**src/rtl/rob_pkg.sv**
```systemverilog
// Shared types for the reorder buffer commit path: instruction kinds, commit word
// layout and the commit FSM state encoding.
package rob_pkg;

  localparam int COMMIT_W        = 79;
  localparam int ARCH_LSB        = 70;
  localparam int ARCH_W          = 5;
  localparam int FLAGS_VALID_BIT = 69;
  localparam int VALUE_VALID_BIT = 68;
  localparam int MISPREDICT_FLAG = 0;

  typedef enum logic [3:0] {
    INST_NOP    = 4'd0,
    INST_ALU    = 4'd1,
    INST_LOAD   = 4'd2,
    INST_STORE  = 4'd3,
    INST_BRANCH = 4'd4
  } inst_t;

  typedef struct packed {
    logic [3:0]  inst_type;
    logic [4:0]  arch_reg;
    logic        flags_valid;
    logic        value_valid;
    logic [3:0]  flags;
    logic [63:0] value;
  } commit_word_t;

  typedef enum logic [1:0] {
    ST_RUN,
    ST_STORE_WAIT,
    ST_FLUSH
  } commit_state_t;

  function automatic logic is_writeback(input logic [3:0] inst_type);
    return (inst_type == INST_ALU) || (inst_type == INST_LOAD);
  endfunction

endpackage

```
**src/rtl/rob_ptr_ctrl.sv**
```systemverilog
// Head/tail/occupancy bookkeeping for the reorder buffer; a flush empties it in one edge.
module rob_ptr_ctrl #(
  parameter int ROBsize  = 16,
  parameter int addrSize = $clog2(ROBsize)
) (
  input  logic                clk,
  input  logic                reset_n,
  input  logic                alloc,
  input  logic                retire,
  input  logic                flush,
  output logic [addrSize-1:0] head,
  output logic [addrSize-1:0] tail,
  output logic [addrSize:0]   count
);

  // Pointers wrap naturally because ROBsize is a power of two.
  always_ff @(posedge clk) begin
    if (!reset_n || flush) begin
      head  <= '0;
      tail  <= '0;
      count <= '0;
    end else begin
      if (alloc)  tail <= tail + addrSize'(1);
      if (retire) head <= head + addrSize'(1);
      case ({alloc, retire})
        2'b10:   count <= count + (addrSize+1)'(1);
        2'b01:   count <= count - (addrSize+1)'(1);
        default: count <= count;
      endcase
    end
  end

endmodule

```
**src/rtl/rob_commit_ctrl.sv**
```systemverilog
// Reorder buffer control: grants tags to decode and retires the head entry in order
// (register writeback, store handshake or mispredict flush), clearing retired entries.
module rob_commit_ctrl
  import rob_pkg::*;
#(
  parameter int ROBsize  = 16,
  parameter int addrSize = $clog2(ROBsize)
) (
  input  logic                  clk_i,
  input  logic                  reset_n_i,
  input  logic                  alloc_req_i,
  output logic                  alloc_gnt_o,
  output logic [addrSize-1:0]   alloc_tag_o,
  output logic [addrSize-1:0]   commitReadAddr_o,
  input  logic [COMMIT_W-1:0]   commitReadData_i,
  input  logic [63:0]           commitExtra_i,
  output logic [ROBsize-1:0]    resets_o,
  output logic                  archWriteEn_o,
  output logic [ARCH_W-1:0]     archWriteAddr_o,
  output logic [63:0]           archWriteData_o,
  output logic                  memWriteValid_o,
  input  logic                  memWriteReady_i,
  output logic [63:0]           memWriteAddr_o,
  output logic [63:0]           memWriteData_o,
  output logic                  redirect_o,
  output logic [addrSize:0]     robCount_o,
  output logic                  robEmpty_o
);

  localparam logic [addrSize:0] FULL = (addrSize+1)'(ROBsize);

  commit_word_t          cw;
  commit_state_t         state, state_next;
  logic [addrSize-1:0]   head, tail;
  logic [addrSize:0]     count;
  logic                  head_ready;
  logic                  retire;
  logic                  flush;
  logic                  unused_fields;

  assign cw = commitReadData_i;
  // Fields decoded by bit position below are also visible in the struct view.
  assign unused_fields = ^{cw.arch_reg, cw.flags_valid, cw.value_valid, cw.flags[3:1]};

  rob_ptr_ctrl #(
    .ROBsize  (ROBsize),
    .addrSize (addrSize)
  ) u_ptr (
    .clk     (clk_i),
    .reset_n (reset_n_i),
    .alloc   (alloc_gnt_o),
    .retire  (retire),
    .flush   (flush),
    .head    (head),
    .tail    (tail),
    .count   (count)
  );

  assign head_ready = (count != '0) && commitReadData_i[VALUE_VALID_BIT] &&
                      ((cw.inst_type != INST_BRANCH) || commitReadData_i[FLAGS_VALID_BIT]);

  assign alloc_tag_o      = tail;
  assign commitReadAddr_o = head;
  assign robCount_o       = count;
  assign robEmpty_o       = (count == '0);
  assign archWriteAddr_o  = commitReadData_i[ARCH_LSB +: ARCH_W];
  assign archWriteData_o  = cw.value;
  assign memWriteAddr_o   = commitExtra_i;
  assign memWriteData_o   = cw.value;

  always_comb begin
    state_next      = state;
    retire          = 1'b0;
    flush           = 1'b0;
    archWriteEn_o   = 1'b0;
    memWriteValid_o = 1'b0;
    redirect_o      = 1'b0;
    resets_o        = '0;
    alloc_gnt_o     = reset_n_i && alloc_req_i && (count != FULL) && (state == ST_RUN);
    if (!reset_n_i) begin
      resets_o = '1;
    end else begin
      case (state)
        ST_FLUSH: begin
          resets_o   = '1;
          redirect_o = 1'b1;
          flush      = 1'b1;
          state_next = ST_RUN;
        end
        ST_STORE_WAIT: begin
          // Array entry is held by the stalled head, so address/data stay stable.
          memWriteValid_o = 1'b1;
          if (memWriteReady_i) begin
            retire     = 1'b1;
            state_next = ST_RUN;
          end
        end
        default: begin
          if (head_ready) begin
            if (is_writeback(cw.inst_type)) begin
              archWriteEn_o = 1'b1;
              retire        = 1'b1;
            end else if (cw.inst_type == INST_STORE) begin
              memWriteValid_o = 1'b1;
              if (memWriteReady_i) retire = 1'b1;
              else                 state_next = ST_STORE_WAIT;
            end else if (cw.inst_type == INST_BRANCH) begin
              retire = 1'b1;
              if (cw.flags[MISPREDICT_FLAG]) state_next = ST_FLUSH;
            end else begin
              retire = 1'b1;
            end
          end
        end
      endcase
      if (retire) resets_o[head] = 1'b1;
    end
  end

  always_ff @(posedge clk_i) begin
    if (!reset_n_i) state <= ST_RUN;
    else            state <= state_next;
  end

endmodule

```
**config.mk**
```make
export PLATFORM = sky130hd
export DESIGN_NAME = rob_commit_ctrl
export DESIGN_NICKNAME = d
export VERILOG_FILES = /design/src/rtl/rob_pkg.sv /design/src/rtl/rob_ptr_ctrl.sv /design/src/rtl/rob_commit_ctrl.sv
export SDC_FILE = /design/constraint.sdc
export NUM_CORES = 1
export LEC_CHECK = 0
export BUFFER_PORTS_ARGS = -buffer_cell sky130_fd_sc_hd__buf_4
export CAP_MARGIN = 20
export CORE_AREA = 4 4 147 149
export DETAILED_ROUTE_END_ITERATION = 8
export DIE_AREA = 0 0 151 153
export HOLD_SLACK_MARGIN = 0.1
export PLACE_DENSITY_LB_ADDON = 0.25
export SLEW_MARGIN = 20
export SYNTH_ARGS = -nofsm -noshare
export SYNTH_HDL_FRONTEND = slang
export SYNTH_SLANG_ARGS = --single-unit
export TNS_END_PERCENT = 20
```
**constraint.sdc**
```tcl
create_clock -name clk_i -period 8.4 [get_ports clk_i]
set_clock_uncertainty 0.2 [all_clocks]
set_input_delay 0.42 -clock clk_i [delete_from_list [all_inputs] [get_ports clk_i]]
set_output_delay 0.42 -clock clk_i [all_outputs]
set_load 0.05 [all_outputs]
```
# Word-level counts from Yosys, hierarchy flattened
# Cells that the tools add are included.
[totals] output_inout_bits=231 input_bits=147 elab_cells=76 reg_bits=15
[classes] n_bitwise=1 mux=33 add_sub_neg=4 reduce_logical=19 eq_ne=13 n_lt_le_gt_ge=2
[ops] operator="16-bit 2-to-1 mux" count=4
[ops] operator="1-bit 2-to-1 mux" count=17
[ops] operator="16-bit OR" count=1
[ops] operator="2-bit 2-to-1 mux" count=7
[ops] operator="5-bit case mux with 2 select lines" count=1
[ops] operator="4-bit by 1-bit adder with 4-bit output, second input constant" count=2
[ops] operator="4-bit by 2-bit == test with 1-bit output, second input constant" count=2
[ops] operator="4-bit nonzero test" count=2
[ops] operator="1-bit logical AND" count=6
[ops] operator="6-bit AND reduction" count=1
[ops] operator="5-bit by 1-bit adder with 5-bit output, second input constant" count=1
[ops] operator="5-bit logical NOT" count=1
[ops] operator="4-bit by 5-bit < comparator with 1-bit output, second input constant" count=1
[ops] operator="5-bit inequality test, second input constant" count=1
[ops] operator="5-bit nonzero test" count=1
[ops] operator="5-bit by 1-bit subtractor with 5-bit output, second input constant" count=1
[ops] operator="1-bit demux with 4-bit select" count=1
[ops] operator="2-bit by 1-bit == test with 1-bit output, second input constant" count=2
[ops] operator="2-bit == test, second input constant" count=2
[ops] operator="4-bit by 1-bit == test with 1-bit output, second input constant" count=1
[ops] operator="4-bit by 3-bit == test with 1-bit output, second input constant" count=1
[ops] operator="4-bit by 1-bit greater-or-equal comparator with 1-bit output, second input constant" count=1
[ops] operator="4-bit by 2-bit inequality test with 1-bit output, second input constant" count=1
[ops] operator="4-bit by 3-bit inequality test with 1-bit output, second input constant" count=1
[ops] operator="10 further kinds" count=13

# Longest topological paths before layout
# Gate-level depths: netlist of the first run.
[depth] ltp_word=9 mapped_depth=15 depth_no_buf=13

# By module
# A second synthesis of the first run with hierarchy kept.
[hier_totals] cells_unflattened=344 area_unflattened_um2=2693.8
[by_module_without_submodules] mod="rob_commit_ctrl" n_inst=1 cells_each=268 seq_area_each_um2=40.0 area_per_inst_um2=1993.2
[by_module_without_submodules] mod="rob_ptr_ctrl" n_inst=1 cells_each=76 seq_area_each_um2=260.2 area_per_inst_um2=700.7

# Worst setup path before layout of the first run
# No wires, ideal clock.
[synth_path] kind="flip-flop to flip-flop" start="reg u_ptr.count[0]" end="reg u_ptr.count[4]" setup_slack_ps=4865 path_stages_with_launch=13 t_arrival_ps=3265 synth_period_minus_slack_ps=3535 path_buffers=1 cell_sequence="dfxtp_1 > or4_4 > a2bb2oi_2 > o211a_1 > buf_6 > and2_1 > ha_1 > fa_1 > a21o_1 > a21oi_1 > xor2_1 > or3_1 > a21oi_1"
[synth_via] elab_chain_len=9
[synth_lines] item="start, declared" line_no="rob_ptr_ctrl.sv:13" rtl="output logic [addrSize:0] count"
[synth_lines] item="start signal, assigned" line_no="rob_ptr_ctrl.sv:26" rtl="2'b10: count <= count + (addrSize+1)'(1);"
[synth_lines] item="start signal, assigned" line_no="rob_ptr_ctrl.sv:27" rtl="2'b01: count <= count - (addrSize+1)'(1);"
[synth_lines] item="start signal, assigned" line_no="rob_ptr_ctrl.sv:28" rtl="default: count <= count;"
[synth_lines] item="5-bit nonzero test *" line_no="rob_commit_ctrl.sv:59" rtl="assign head_ready = (count != '0) && commitReadData_i[VALUE_VALID_BIT] &&"
[synth_lines] item="1-bit logical AND * (2 in series)" line_no="rob_commit_ctrl.sv:59"
[synth_lines] item="1-bit 2-to-1 mux *" line_no="rob_commit_ctrl.sv:99" rtl="if (head_ready) begin"
[synth_lines] item="1-bit case mux with 2 select lines *" line_no="rob_commit_ctrl.sv:83" rtl="case (state)"
[synth_lines] item="1-bit 2-to-1 mux * (2 in series)" line_no="rob_commit_ctrl.sv:80" rtl="if (!reset_n_i) begin"
[synth_lines] item="named net retire" line_no="rob_commit_ctrl.sv:37" rtl="logic retire;"
[synth_lines] item="2-bit by 1-bit == test with 1-bit output or 2-bit == test (tied branches)" line_no="rob_ptr_ctrl.sv:25" rtl="case ({alloc, retire})"
[synth_lines] item="5-bit case mux with 2 select lines or 2-bit nonzero test (tied branches)"
# The timed path passes the listed nets; every way through them passes the cells marked *. The select of a mux whose other input is x is not followed.
# A chain may end at the register's enable or synchronous reset.

# Worst setup path in the final report of the first run
# Ends and elaborated chain as after synthesis.

==> results.cfg, run 1 <==
[run_status]
status = completed

[grt]
grt_remaining_overflow = 0
grt_pass1_vias = 1342
antenna_found_initial = 0
grt_max_degree = 19
grt_pass1_wl_microns = 8000
track_usage_pct = 4.50

[clock_network]
cts_tree = done
cts_buffer_depth = 2
htree_levels = 1
ctsHoldBuffers = 0
numClockSinks = 15
insertion_delay_ns = 0.25
cts-resized-gates = 0
cts_setup_buffers = 0
cts_buffers = 3
clk_pin_slew_worst_paths_ns = 0.06
cts_root_buf = clkbuf_16

[synthesis]
synth-seq-cells = 15
synth_edf_count = 0
synthTopCellsByCount = buf_4, o21ai_1, dfxtp_1, nor2_1
syn_inst = 337
yosysMostFrequentCell = buf_4
synth_top_area_share_pct = 56.1
ys.flop_type = dfxtp_1
seq_area_frac_synth_pct = 11.4
synth_top_area_cell = buf_4
syn-num-nets = 497
synthArstFlopShare_pct = 0
ys_warn_count = 0
synthDistinctLibCells = 37
syn_avg_cell_area_sq_um = 7.82
syn_area_sq_um = 2640
synth_area_leaders = buf_4, dfxtp_1, ha_1

[drt]
ant_nets = 0
drc = 0
via_count = 1299
wire_per_inst_microns = 12.3
drt_pre_antenna_iters = 4
drt-initial-drc-count = 50
routed_via_density = 2.88
totalWireLength_microns = 5570

[floorplanning]
rows = 52
core_region_area_sq_um = 20200
dieWidth_microns = 151
dieArea_sq_um = 23100
start_util_pct = 13.1
die_y_microns = 153
ios = 378

[worst_setup_path]
crit_arrival_ns = 3.57
path_max_fanout = 7
path_class = reg -> reg
worstSetupEndpointType = flip-flop
required_ns = 8.37
cp-start-kind = flip-flop

[finish]
n_antenna_cell = 0
utilization_pct = 9.27
nets = 342
area_delta_synth_final_pct = -29.1
drive_gt1_share_pct = 29.8

[sta]
setup_violations = 0
layout_min_cycle_time_ns = 3.60
slew_headroom_pct = 37.6
worst_slew_pin_slew_ns = 0.934
maxSlewViolCount = 0
whs_ns = 0.284
hold_viol = 0
finalCritPeriodShare_pct = 42.9
rsz0062_at_grt = false
fmax_mhz = 278
finalSetupTns_ns = 0

[job]
maxCapViolCount = 0

[power_and_ir_drop]
ir_drop_mv = 0.0523
power_leakage_uw = 0.000742
p_per_area_nw_per_um2 = 163
fin_total_pwr_uw = 305

[place]
gp_congestion = 0.649
dp_hpwl_microns = 4610
port_buffers = 44

[worst_hold_path]
hold_path.class = reg -> reg
[placed cells by master, fill, tap and decap left out, types with 3 or more instances in the layout]
master / Yosys / routed
dfxtp_1: 15 / 15
inv_1: 9 / 9
a21oi_1: 5 / 5
ha_1: 12 / 12
o21ai_1: 18 / 18
mux2i_1: 6 / 6
clkbuf_16: 0 / 3
xor2_1: 6 / 6
nand2b_1: 5 / 5
buf_4: 197 / 44
xnor2_1: 4 / 4
and2_1: 3 / 3
nor2_1: 15 / 15
nand2_1: 12 / 12
[where the power goes]
part	switching, uW	leakage, uW	internal, uW
Clock	33.7	0.0000409	63.7
Sequential	8.11	0.000122	76.0
Combinational	82.2	0.000579	41.5
[state kept, by name (all words and copies together), names as in the netlist]
signal	cells
u_ptr.head	4
state	2
u_ptr.tail	4
u_ptr.count	5
[final cells by class]
| class | instances | area, sq um |
|---|---|---|
| fill | 2379 | 18300 |
| multi-input combinational | 109 | 787 |
| tap | 270 | 338 |
| timing repair buffer | 44 | 330 |
| sequential | 15 | 300 |
| clock buffer | 3 | 75.1 |
| inverter | 9 | 33.8 |
| clock inverter | 1 | 5.00 |
[final timing paths]
path	depth (start not counted)	from	slack, ns	to
max	11	u_ptr.count[0]	4.80	u_ptr.count[4]
min	2	state[1]	0.28	state[1]
max reg2reg	11	u_ptr.count[0]	4.80	u_ptr.count[4]
min reg2reg	2	state[1]	0.28	state[1]
[layer usage]
metal	up-vias	routed length, microns	part of all wire (%)	GRT usage, %
li1	567	-	-	-
met1	577	1580	28	3.57
met2	87	2660	48	7.23
met3	68	745	13	2.34
met4	0	579	10	5.22
met5	-	0	0	0
[metrics by stage]
stage / instance area, sq um / std cells / setup WS [ns]
6_report: 1870 / 451 / 4.80
5_1_grt: 1870 / 451 / 4.60
4_1_cts: 1870 / 451 / 4.76
3_5_place_dp: 1790 / 447 / 4.78
3_3_place_gp: 1790 / 447 / 4.76
2_1_floorplan: 2640 / 337 / 4.87
[critical path, cell delays in order, from the launching register on]
cell       delay [ns]
dfxtp_1          0.37
or4_4            0.61
a2bb2oi_2        0.18
o211a_1          0.33
and2_1           0.22
ha_1             0.27
fa_1             0.43
a21o_1           0.20
a21oi_1          0.18
xor2_1           0.09
or3_1            0.31
a21oi_1          0.14
[cell families (layout without fill, tap and decap cells)]
logic type               count (synthesis)  count (layout)  share of synthesized area, %
buffers and inverters                  213              57                          58.8
XOR/XNOR                                10              10                          3.32
adder cells (fa/ha/maj)                 13              13                          6.45
multiplexers                             6               6                          2.28
AND/OR/NAND/NOR                         46              46                          9.35
flip-flops                              15              15                          11.4
AO/OA/AOI/OAI                           34              34                          8.45
(Power assumes the default switching activity.)
==> run 2: changes to the inputs <==
--- a/config.mk
+++ b/config.mk
@@ -7,9 +7,9 @@
 export LEC_CHECK = 0
 export BUFFER_PORTS_ARGS = -buffer_cell sky130_fd_sc_hd__buf_4
 export CAP_MARGIN = 20
-export CORE_AREA = 4 4 147 149
+export CORE_AREA = 4 4 145 147
 export DETAILED_ROUTE_END_ITERATION = 8
-export DIE_AREA = 0 0 151 153
+export DIE_AREA = 0 0 149 151
 export HOLD_SLACK_MARGIN = 0.1
 export PLACE_DENSITY_LB_ADDON = 0.25
 export SLEW_MARGIN = 20
==> constraint.sdc (replaced) <==
create_clock -name clk_i -period 3.4 [get_ports clk_i]
set_clock_uncertainty 0.2 [all_clocks]
set_input_delay 0.17 -clock clk_i [delete_from_list [all_inputs] [get_ports clk_i]]
set_output_delay 0.17 -clock clk_i [all_outputs]
set_load 0.05 [all_outputs]
==> run 2 against run 1 <==
Compared with the run above: hold slack worse by 0.14 ns; flip-flop and latch count unchanged; total power up 150%; clock power up 140%; sequential power up 140%.
==> results.cfg, run 2 (synthesis results as in run 1) <==
[job]
maxCapViolCount = 0

[worst_setup_path]
r2r_cells = 11
path_max_fanout = 5
critPathMaxStageDelay_ns = 0.56
cp-start-kind = flip-flop
crit_arrival_ns = 3.21
r2r_setup_slack_ns = 0.16
required_ns = 3.37
crit_chain = or4_4 -> a2bb2oi_2 -> o211a_1 -> and2_1 -> ha_2 -> fa_1 -> a21o_1 -> a21oi_1 -> xor2_1 -> or3_1 -> a21oi_1
cp_slowest_cell = or4_4
r2r-end = u_ptr.count[4]
path_class = reg -> reg
crit-reg2reg-launch = u_ptr.count[0]
worstSetupEndpointType = flip-flop
cp_common_cell = a21oi_1

[power_and_ir_drop]
p_int_uw = 461
netSwitchingPower_uw = 300
pwr-share-comb_pct = 43.0
power_frac_seq_pct = 26.7
sw_frac_of_total_pct = 39.5
p_per_area_nw_per_um2 = 394
ir_drop_mv = 0.210
fin_total_pwr_uw = 762
pwr-share-clk_pct = 30.3
power_leakage_uw = 0.000776

[finish]
largest_reg_flops = 5
final_common_cell = buf_4
drive_gt1_share_pct = 33.5
largestRegisters = u_ptr.count: 5 flops, u_ptr.head: 4 flops, u_ptr.tail: 4 flops
n_antenna_cell = 0
nets = 349
most-common-layout-cells = buf_4, o21ai_1, nor2_1, nand2_1, dfxtp_1
area_delta_synth_final_pct = -26.7
fillers = 2360
regMostFlops = u_ptr.count
utilization_pct = 9.71

[floorplanning]
ios = 378
rows = 52
die_y_microns = 151
start_util_pct = 13.2
dieWidth_microns = 149
core_region_area_sq_um = 19900
dieArea_sq_um = 22500

[sta]
timing.final.ws_setup_ns = 0.165
worst_slew_pin_slew_ns = 0.902
fmax_mhz = 309
rsz0062_at_grt = false
finalSetupTns_ns = 0
slew_headroom_pct = 39.7
finalCritPeriodShare_pct = 95.1
layout_min_cycle_time_ns = 3.24
setup_violations = 0
maxSlewViolCount = 0
hold_viol = 0

[drt]
via_count = 1303
drt_pre_antenna_iters = 4
drc = 0
ant_nets = 0
totalWireLength_microns = 6190
drt-initial-drc-count = 26
wire_per_inst_microns = 13.5
routed_via_density = 2.84

[clock_network]
cts_buffer_depth = 2
cts_buffers = 3
clk_pin_slew_worst_paths_ns = 0.05
insertion_delay_ns = 0.24
cts_tree = done
cts_root_buf = clkbuf_16
numClockSinks = 15
htree_levels = 1

[place]
port_buffers = 44
gp_congestion = 0.671
dp_hpwl_microns = 5450
dp_slack_ns = 0.101

[run_status]
status = completed

[grt]
grt_pass1_vias = 1363
grt_remaining_overflow = 0
grt_pass1_wl_microns = 8770
track_usage_pct = 5.14
grt_max_degree = 19
antenna_found_initial = 0

[worst_hold_path]
min-delay-start = commitReadData_i[72]
hold_depth = 0
holdPathEnd = archWriteAddr_o[2]
hold_path.class = in -> out
[run 2: cell count changes in the layout (fill, tap and decap cells not counted), sizes merged]
cell / change
buf: +5
dlygate4sd3: +2
[run 2: critical path: cells and delay by family, from the launching register on]
family / cells / cell delay, ns
flops: 1 / 0.31
simple gates: 3 / 1.03
xor+xnor: 1 / 0.10
compound gates: 5 / 0.90
fa+ha+maj: 2 / 0.62
[run 2: per-layer routing]
layer	wire (microns)	share of wire, %	global-route usage, %
met1	1560	25	3.78
met5	0	0	0
met2	3320	54	9.69
met4	360	5.8	3.20
met3	953	15	3.32
[run 2: area by class of cell]
cell class	instances	area (sq um)	share of cell area [%]
Multi-Input combinational cell	109	790	40.8
Timing Repair Buffer	51	388	20.1
Tap cell	270	338	17.5
Sequential cell	15	304	15.7
Clock buffer	3	75.1	3.88
Inverter	9	33.8	1.75
Clock inverter	1	5.00	0.259
[run 2: what timing repair did]
item / 4_1_cts / 5_1_grt
buffers inserted: 0 / 0
endpoints found under the setup margin: 0 / 1
resized for setup: 0 / 1
hold buffers: 2 / 0
endpoints found under the hold margin: 2 / 0
[run 2: worst max-delay path by stage]
stage	start	end	slack, ns	cells after the start
2_1_floorplan	u_ptr.count[0]	u_ptr.count[4]	0.001	12
4_1_cts	u_ptr.count[0]	u_ptr.count[4]	0.08	11
3_3_place_gp	u_ptr.count[0]	u_ptr.count[4]	0.09	11
3_5_place_dp	u_ptr.count[0]	u_ptr.count[4]	0.10	11
6_report	u_ptr.count[0]	u_ptr.count[4]	0.16	11
5_1_grt	u_ptr.count[0]	u_ptr.count[4]	0.04	11
[run 2: metrics by stage]
step	cells	hold WS (ns)	area [sq um]
floorplan	337	0.236	2640
global placement	452	0.140	1830
detailed placement	452	0.140	1830
CTS	458	0.139	1930
global route	458	0.140	1930
finish	458	0.140	1930
[run 2: power by group through the flow]
stage          combinational, uW  sequential, uW  clock, uW
6_report                     327             203        231
2_1_floorplan                810             248          0
5_1_grt                      357             205        250
3_5_place_dp                 333             208          0
4_1_cts                      336             204        243
3_3_place_gp                 334             206          0
==> run 3: changes to the inputs <==
--- a/config.mk
+++ b/config.mk
@@ -7,9 +7,9 @@
 export LEC_CHECK = 0
 export BUFFER_PORTS_ARGS = -buffer_cell sky130_fd_sc_hd__buf_4
 export CAP_MARGIN = 20
-export CORE_AREA = 4 4 145 147
+export CORE_AREA = 4 4 144 146
 export DETAILED_ROUTE_END_ITERATION = 8
-export DIE_AREA = 0 0 149 151
+export DIE_AREA = 0 0 148 150
 export HOLD_SLACK_MARGIN = 0.1
 export PLACE_DENSITY_LB_ADDON = 0.25
 export SLEW_MARGIN = 20
==> constraint.sdc (replaced) <==
create_clock -name clk_i -period 2.65 [get_ports clk_i]
set_clock_uncertainty 0.2 [all_clocks]
set_input_delay 0.1325 -clock clk_i [delete_from_list [all_inputs] [get_ports clk_i]]
set_output_delay 0.1325 -clock clk_i [all_outputs]
set_load 0.05 [all_outputs]
==> run 3 against run 2 <==
Compared with the run above: the run now fails in clock tree synthesis; synthesized cell count is the same; area after synthesis stayed put.
==> results.cfg, run 3 <==
[place]
port_buffers = 44
postPlaceCellArea_sq_um = 2030
gp_congestion = 0.718
dp.cells = 469
dp_hpwl_microns = 4840

[synthesis]
syn_inst = 337
syn_area_sq_um = 2640
yosysMostFrequentCell = buf_4
ys_warn_count = 0
synth_edf_count = 0
synthDistinctLibCells = 37
synth_top_area_cell = buf_4
seq_area_frac_synth_pct = 11.4
syn_avg_cell_area_sq_um = 7.82
synthTopCellsByCount = buf_4, o21ai_1, dfxtp_1, nor2_1
synthArstFlopShare_pct = 0
synth-seq-cells = 15
synth_top_area_share_pct = 56.1
synth_area_leaders = buf_4, dfxtp_1, ha_1
syn-num-nets = 497
ys.flop_type = dfxtp_1

[floorplanning]
rows = 51
start_util_pct = 13.6
dieWidth_microns = 148
die_y_microns = 150
ios = 378

[clock_network]
ctsHoldBuffers = 101
numClockSinks = 15
cts_buffer_depth = 2
cts_buffers = 3
cts_root_buf = clkbuf_16
cts-resized-gates = 3
cts_setup_buffers = 1
htree_levels = 1

[run_status]
error = [ERROR RSZ-0060] Max buffer count reached.
haltStage = clock tree synthesis
status = did not finish
run 3: cell counts after synthesis:
Identical to the previous run, type by type.
run 3: kinds of logic after synthesis:
| logic type | count (synthesis) | share of synthesized area (%) |
|---|---|---|
| buffers and inverters | 213 | 58.8 |
| and+or+nand+nor | 46 | 9.35 |
| AOI/OAI and AO/OA | 34 | 8.45 |
| DFF | 15 | 11.4 |
| adders and majority gates | 13 | 6.45 |
| xor gates and xnor gates | 10 | 3.32 |
| muxes | 6 | 2.28 |
run 3: stage by stage:
step                      setup slack (ns)  util [%]  hold slack, ns
after global placement              -0.393      10.5          0.0653
after detailed placement            -0.414      10.5          0.0653
after floorplan                     -0.561         -           0.199
==> run 4: changes to the inputs <==
--- a/config.mk
+++ b/config.mk
@@ -7,11 +7,10 @@
 export LEC_CHECK = 0
 export BUFFER_PORTS_ARGS = -buffer_cell sky130_fd_sc_hd__buf_4
 export CAP_MARGIN = 20
-export CORE_AREA = 4 4 144 146
+export CORE_AREA = 4 4 145 147
 export DETAILED_ROUTE_END_ITERATION = 8
-export DIE_AREA = 0 0 148 150
-export HOLD_SLACK_MARGIN = 0.1
-export PLACE_DENSITY_LB_ADDON = 0.25
+export DIE_AREA = 0 0 149 151
+export PLACE_DENSITY_LB_ADDON = 0.15
 export SLEW_MARGIN = 20
 export SYNTH_ARGS = -nofsm -noshare
 export SYNTH_HDL_FRONTEND = slang
==> constraint.sdc (replaced) <==
create_clock -name clk_i -period 3.4 [get_ports clk_i]
set_clock_uncertainty 0.2 [all_clocks]
set_input_delay 0.17 -clock clk_i [delete_from_list [all_inputs] [get_ports clk_i]]
set_output_delay 0.17 -clock clk_i [all_outputs]
set_load 0.05 [all_outputs]
==> run 4 against run 3 <==
Compared with the run above: the run now ends clean.
==> results.cfg, run 4 (synthesis results as in run 1) <==
[worst_hold_path]
hold_depth = 3
hold_path.class = in -> reg
holdPathEnd = state[1]
min-delay-start = reset_n_i

[drt]
drt_pre_antenna_iters = 3
routed_via_density = 2.85
wire_per_inst_microns = 13.0
drc = 0
ant_nets = 0
totalWireLength_microns = 5910
via_count = 1300
drt-initial-drc-count = 24

[clock_network]
insertion_delay_ns = 0.25
cts_tree = done
cts_buffers = 3
cts_buffer_depth = 2
clk_pin_slew_worst_paths_ns = 0.06
cts_root_buf = clkbuf_16
numClockSinks = 15
cts_setup_buffers = 0
htree_levels = 1

[finish]
drive_gt1_share_pct = 34.4
register_area_sq_um = 304
largest_reg_flops = 5
regMostFlops = u_ptr.count
multi_input_area_sq_um = 792
fillers = 2371
nets = 347
final_common_cell = buf_4
most-common-layout-cells = buf_4, o21ai_1, nor2_1, nand2_1, dfxtp_1
largestRegisters = u_ptr.count: 5 flops, u_ptr.head: 4 flops, u_ptr.tail: 4 flops
area_delta_synth_final_pct = -27.3
n_antenna_cell = 0

[power_and_ir_drop]
power_leakage_uw = 0.000765
ir_drop_mv = 0.143
p_per_area_nw_per_um2 = 402

[grt]
antenna_found_initial = 0
grt_remaining_overflow = 0
grt_pass1_vias = 1413
track_usage_pct = 4.77
grt_max_degree = 19
grt_pass1_wl_microns = 8220

[worst_setup_path]
crit-reg2reg-launch = u_ptr.count[0]
r2r_cells = 11
crit_buf_inv = 0
crit_arrival_ns = 3.15
worstSetupEndpointType = flip-flop
required_ns = 3.37
path_max_fanout = 5
cp_top_family = simple AND/OR/NAND/NOR gates
r2r_setup_slack_ns = 0.22
critPathMaxStageDelay_ns = 0.56
cp-start-kind = flip-flop
r2r-end = u_ptr.count[4]
cp_common_cell = a21oi_1
crit_chain = or4_4 -> a2bb2oi_2 -> o211a_1 -> and2_1 -> ha_2 -> fa_2 -> a21o_1 -> a21oi_1 -> xor2_1 -> or3_1 -> a21oi_1
path_class = reg -> reg
crit_start = u_ptr.count[0]
cp_slowest_cell = or4_4

[floorplanning]
rows = 52
die_y_microns = 151
dieWidth_microns = 149
start_util_pct = 13.2
ios = 378
dieArea_sq_um = 22500
core_region_area_sq_um = 19900

[sta]
setup_violations = 0
timing.final.ws_setup_ns = 0.223
finalSetupTns_ns = 0
maxSlewViolCount = 0
layout_min_cycle_time_ns = 3.18
hold_viol = 0
rsz0062_at_grt = false
fmax_mhz = 315
finalCritPeriodShare_pct = 93.4
worst_slew_pin_slew_ns = 0.584
whs_ns = 0.0357
slew_headroom_pct = 61.0

[place]
port_buffers = 44
dp_slack_ns = 0.110
gp_congestion = 0.634
dp_hpwl_microns = 4880

[job]
maxCapViolCount = 0

[run_status]
status = completed
[run 4: layer usage]
metal | global-route usage, % | share of wire (%) | vias to the layer above
li1 | - | - | 578
met1 | 4.33 | 33 | 562
met2 | 6.88 | 42 | 88
met3 | 3.05 | 15 | 72
met4 | 5.22 | 11 | 0
met5 | 0 | 0 | -
[run 4: how the worst max path moves through the flow]
stage,to,cells after the start,slack (ns)
after global placement,u_ptr.count[4],11,0.09
final,u_ptr.count[4],11,0.22
after floorplan,u_ptr.count[4],12,0.001
after global routing,u_ptr.count[4],13,0.06
after CTS,u_ptr.count[4],11,0.08
after detailed placement,u_ptr.count[4],11,0.11
[run 4: power by group]
| group | internal (uW) | switching [uW] | total, uW |
|---|---|---|---|
| clock | 158 | 84.9 | 243 |
| sequential | 189 | 14.1 | 203 |
| combinational | 115 | 210 | 325 |
| total | 461 | 309 | 770 |
[run 4: final cells by class]
class	count	share of cell area, %
flip-flops and latches	15	15.9
inverters	9	1.76
well taps	270	17.6
repair buffers	49	19.2
clock inverters	1	0.261
clock buffers	3	3.92
multi-input cells	109	41.3
[run 4: repair_timing]
action,in CTS,in global routing
hold buffers,0,0
endpoints found under the setup margin,0,1
resized for setup,0,2
[run 4: per-stage QoR]
step	utilization [%]	instance area [sq um]	power [uW]	instances
final	9.62	1920	770	456
after global placement	9.19	1830	538	452
after global routing	9.62	1920	821	456
after CTS	9.60	1910	790	456
after detailed placement	9.19	1830	536	452
after floorplan	-	2640	1060	337
[run 4: worst register-to-register path, stage by stage (launching register included)]
cell	delay, ns
dfxtp_2	0.31
or4_4	0.56
a2bb2oi_2	0.18
o211a_1	0.24
and2_1	0.16
ha_2	0.21
fa_2	0.36
a21o_1	0.19
a21oi_1	0.17
xor2_1	0.09
or3_1	0.30
a21oi_1	0.14
